<file path="config.mk">
export PLATFORM = sky130hd
export DESIGN_NAME = sat_counter
export DESIGN_NICKNAME = d
export VERILOG_FILES = /design/src/rtl/sat_counter.sv
export SDC_FILE = /design/constraint.sdc
export NUM_CORES = 1
export LEC_CHECK = 0
export CORE_UTILIZATION = 45
export DETAILED_ROUTE_END_ITERATION = 12
export PLACE_DENSITY = 0.72
export SKIP_LAST_GASP = 1
export SLEW_MARGIN = 20
export SYNTH_ARGS = -nofsm -noshare
export SYNTH_HDL_FRONTEND = slang
export SYNTH_SLANG_ARGS = --single-unit
</file>
<file path="constraint.sdc">
create_clock -name clk -period 2.1 [get_ports clk]
set_clock_uncertainty 0.15 [all_clocks]
set_input_delay 0.525 -clock clk [delete_from_list [all_inputs] [get_ports clk]]
set_output_delay 0.525 -clock clk [all_outputs]
set_load 0.05 [all_outputs]
</file>
<file path="src/rtl/sat_counter.sv">
// Saturating up-counter with synchronous clear; clear takes priority over increment.
module sat_counter #(
  parameter int W = 16
) (
  input  logic         clk,
  input  logic         rst,
  input  logic         inc,
  input  logic         clr,
  output logic [W-1:0] count
);

  localparam logic [W-1:0] CNT_MAX = {W{1'b1}};

  logic [W-1:0] count_r;

  // Count register: reset, then clear, then saturating increment.
  always_ff @(posedge clk) begin
    if (rst) begin
      count_r <= {W{1'b0}};
    end else if (clr) begin
      count_r <= {W{1'b0}};
    end else if (inc && (count_r != CNT_MAX)) begin
      count_r <= count_r + W'(1);
    end else begin
      count_r <= count_r;
    end
  end

  assign count = count_r;

endmodule

</file>
======== Word level (Yosys, flattened, before mapping) ========
Index checks and enable logic that the tools add are counted.
cells by class
  add/subtract/negate cells ............... 1
  reductions and logical operators ........ 2
  eq/ne operators ......................... 1
operators by type and width
  operator                 count
  $add A16 B1 Y16 const B  1
  $ne A16 B16 Y1 const B   1
  $reduce_or A2 Y1         1
  $logic_and A1 B1 Y1      1
storage, ports and cells
  register bits after elaboration ......... 16
  output and inout port bits .............. 16
  logic and storage cells ................. 5

======== Logic depth before layout (Yosys ltp) ========
  word-level depth ........................ 2
  gate-level depth with buffers ........... 6
  gate-level depth less buffers ........... 5

======== Worst setup path after synthesis ========
No wires, ideal clock.
  kind .................................... register to register
  start point ............................. register count_r[0] (netlist: count[0])
  end point ............................... register count_r[12] (netlist: count[12])
  path buffers ............................ 1
  stages on the path, launching flop included .. 7
  data required time ...................... 1.859 ns
  setup slack ............................. 0.109 ns
  library setup time ...................... 0.091 ns
  arrival time ............................ 1.750 ns
  path through ............................ dfxtp_1 -> ha_1 -> and4_4 -> and3_1 -> buf_4 -> a31oi_1 -> a311oi_1
on the way
  longest elaborated chain between the ends .. 2
ends and longest elaborated chain
  what                                                                     line  text
  from (decl)                                                              14    logic [W-1:0] count_r;
  from (signal assigned)                                                   19    count_r <= {W{1'b0}};
  from (signal assigned)                                                   21    count_r <= {W{1'b0}};
  from (signal assigned)                                                   23    count_r <= count_r + W'(1);
  parallel branches: the longest is 2 deep, another holds $add A16 B1 Y16  -
Several ways; the timed one is not identified.
A chain may end at the register's enable or synchronous reset.

======== Final worst setup path ========
  start point ............................. input port inc
  end point ............................... register count_r[9] (netlist: count[9])
on the way
  longest elaborated chain between the ends .. 1
ends and longest elaborated chain
  what                  line  text
  from (decl)           7     input logic inc,
  $logic_and A1 B1 Y1   22    end else if (inc && (count_r != CNT_MAX)) begin
  to (signal assigned)  21
  to (signal assigned)  23
  to (signal assigned)  25    count_r <= count_r;
Every way passes these cells.

==> implementation parameters <==
Parameter                              Value

Synth
  Synth Area per Inst ... between 8 and 9 um2
  Fraction of registers with async set or reset after synthesis ... 0%
  Most area-hungry cell type in the Yosys netlist ... dfxtp_1
  Cell count after synthesis ... around 100
  Synth Register Bits ... 16
  Leading post-synthesis cells by cell area ... dfxtp_1 (35%), mux2i_1 (6.5%), nand2_1 (5.3%), a21oi_1 (3.3%), a31oi_1 (2.7%)
  Post-synth EDFFs ... 0
  Area of the mapped netlist ... a little over 900 um2
  Area fraction of the dominant cell type after synthesis ... a little over a third
  Commonest cells in the synthesized netlist ... dfxtp_1 (16), nand2_1 (13), a21oi_1 (6), mux2i_1 (6), nand3_1 (5)
  Fraction of the yosys area taken by sequential cells ... around a third
  Number of unique standard cell types used by synthesis ... 36
  Yosys warns ... 0
  Most numerous cell in the Yosys netlist ... dfxtp_1
  Net count after synthesis ... roughly 110
  Most common flop cell mapped by yosys ... dfxtp_1

CTS
  Register clock-pin slew on the reported worst setup and hold paths ... approximately 0.090 ns
  Insertion delay to the later sink of the worst-skew pair ... between 0.2 and 0.3 ns
  Clock root buffer ... clkbuf_4
  Clk sink count ... 16
  Maximum clock path buffer count ... 2
  TritonCTS buffer count ... 3
  Resized Gates After CTS ... 0
  Post-CTS setup buffer count ... 0
  Number of hold buffers added after CTS ... 0
  Depth of the CTS H-tree ... 1
  TritonCTS clock tree ... yes

Floorplan
  Chip width ... around 47 um
  # rows ... 15
  Io pins ... 20
  Chip height ... ~47 um
  Overall die area ... ~0.0022 mm2
  Starting Density ... 50.4%
  Area of the core region ... about 0.0018 mm2

Cells and area
  Number of inserted diodes ... 0
  Synthesis-to-layout area growth ... 24.1%
  Fraction of the core area covered by cells at the end of the flow ... between 60% and 70%
  Number of flip-flops under the largest register name ... 16
  Fraction of layout instances using a drive strength above 1 ... a little under a third
  Fill count ... between 150 and 200
  # nets final ... approximately 130

Critical path
  Data arrival time of the worst path ... 1.94 ns
  Highest-delay cell along the critical path ... clkdlybuf4s50_1
  Type of element launching the critical path ... input port
  Worst Path Required ... 2.17 ns
  Critical path buffer and inverter count ... 1
  Crit Path Category ... input port to register
  Largest fanout of any net on the critical path ... 6
  Sort of element at the end of the critical path ... register
  Peak per-stage delay on the critical path ... just over 0.5 ns
  Cell breakdown of the critical path ... clkdlybuf4s50_1 -> and3_1 -> nand3_1 -> a211oi_1 -> mux2i_1
  Cell family with most CP delay ... buffers and inverters

Detailed routing
  Number of nets still failing antenna checks after routing ... 0
  Detailed Route Iter0 Violations ... 11
  Number of vias per cell ... about 5.6
  Number of iterations in the first detailed-routing pass ... 4
  Wire length per cell ... roughly 13 um
  DRC ... 0
  Routed vias ... 850
  Wire length after detailed routing ... between 1500 and 2000 um

Global route
  First-pass GRT wire length ... approximately 3100 um
  Maximum number of pins on one net before global-route repair ... 12
  Overall track demand over capacity in global routing ... about a fifth
  GR met2 Demand/Resource ... a little under a third
  Most used routing layer ... met2
  Met1 usage in global routing ... roughly 28%
  Met3 Resource Use GR ... under 10%
  Vias in the first global route ... 735
  Overall overflow remaining after global route ... 0
  Initial antenna violation count ... 0

STA
  Setup ws final ... 0.222 ns
  Worst slew margin ... a little under three quarters
  Final count of pins violating max slew ... 0
  Slew @ Worst Pin ... about 0.42 ns
  Period utilisation layout ... just under 90%
  Final Critical Period ... between 1.5 and 2 ns
  RSZ-0062 raised after global routing ... no
  Setup Viol. Count Final ... 0
  Final hold violations ... 0
  Peak Freq ... between 500 and 600 MHz

Pwr
  Worst-case vdd ir drop ... between 0.3 and 0.4 mV
  Standby leakage power ... 0.455 nW
  Areal power density over the cells ... ~440 mW/mm2

Worst hold path
  Worst min-delay path class ... register to register

Placed design
  Post-Place Setup Slack ... -0.0742 ns
  # port buffers ... 19
  HPWL after detailed placement ... around 1500 um
  Routability cong. ... 0.815

Status
  Outcome ... finished, final reports clean

Run
  Max capacitance violation total ... 0
final cells by class:
type / instances / area, um2 / share of cell area (%)
Tap cell: 25 / 31.3 / 2.75
Inverter: 1 / 3.75 / 0.330
Clock buffer: 3 / 22.5 / 1.98
Timing Repair Buffer: 27 / 210 / 18.5
Multi-Input combinational cell: 80 / 551 / 48.4
Sequential cell: 16 / 320 / 28.1
logic make-up after synthesis:
kind of cell	share of synthesized area (%)
compound gates	20.6
mux	6.55
fa+ha+maj	1.36
simple gates	31.5
flops	34.9
buf+inv	5.05
worst register-to-register path: stages, from the launching register on:
cell and delay (ns):
dfxtp_1 0.44, ha_1 0.23, and4_4 0.24, and3_1 0.28, a31oi_1 0.11, a311oi_1 0.23
final timing paths:
path | slack (ns) | cells after the start | to | start
worst max register to register | 0.35 | 5 | count[12]$_SDFFE_PP0P_ | count[0]$_SDFFE_PP0P_
worst min register to register | 0.36 | 2 | count[5]$_SDFFE_PP0P_ | count[5]$_SDFFE_PP0P_
worst max-delay path | 0.22 | 5 | count[9]$_SDFFE_PP0P_ | inc
worst min-delay path | 0.36 | 2 | count[5]$_SDFFE_PP0P_ | count[5]$_SDFFE_PP0P_
routing by layer:
layer	vias to the layer above	routed length (um)
li1	444	-
met1	386	1020
met2	18	857
met3	2	65
met4	0	19
met5	-	0
cell usage in the layout (no fill, tap or decap), drive strengths merged:
cell / count
nor3: 3
a21boi: 1
buf: 24
clkbuf: 3
inv: 1
and3: 6
clkdlybuf4s50: 3
nand4: 4
or3: 7
and2: 4
a31oi: 4
and4: 1
mux2i: 6
o2111a: 1
a311oi: 1
a2111o: 2
a211oi: 4
a41o: 1
o21ai: 6
or2: 1
ha: 1
dfxtp: 16
nor2: 2
nand3: 5
o2111ai: 1
a21oi: 6
nand2: 13
where the power goes:
part / leakage (nW) / switching (mW) / internal [mW]
registers: 0.129 / 0.00204 / 0.304
clock network: 0.0138 / 0.0917 / 0.0665
logic: 0.312 / 0.0192 / 0.0185
total: 0.455 / 0.113 / 0.389
metrics by stage:
step | area [um2] | total power, mW | setup TNS, ns | instances | hold slack [ns]
after floorplan | 917 | 0.331 | 0 | 102 | 0.541
after global placement | 1120 | 0.350 | -0.0487 | 149 | 0.337
after detailed placement | 1120 | 0.351 | -0.224 | 149 | 0.347
after CTS | 1140 | 0.508 | 0 | 152 | 0.361
after global routing | 1140 | 0.525 | 0 | 152 | 0.389
final | 1140 | 0.502 | 0 | 152 | 0.360
(Power assumes the default switching activity.)
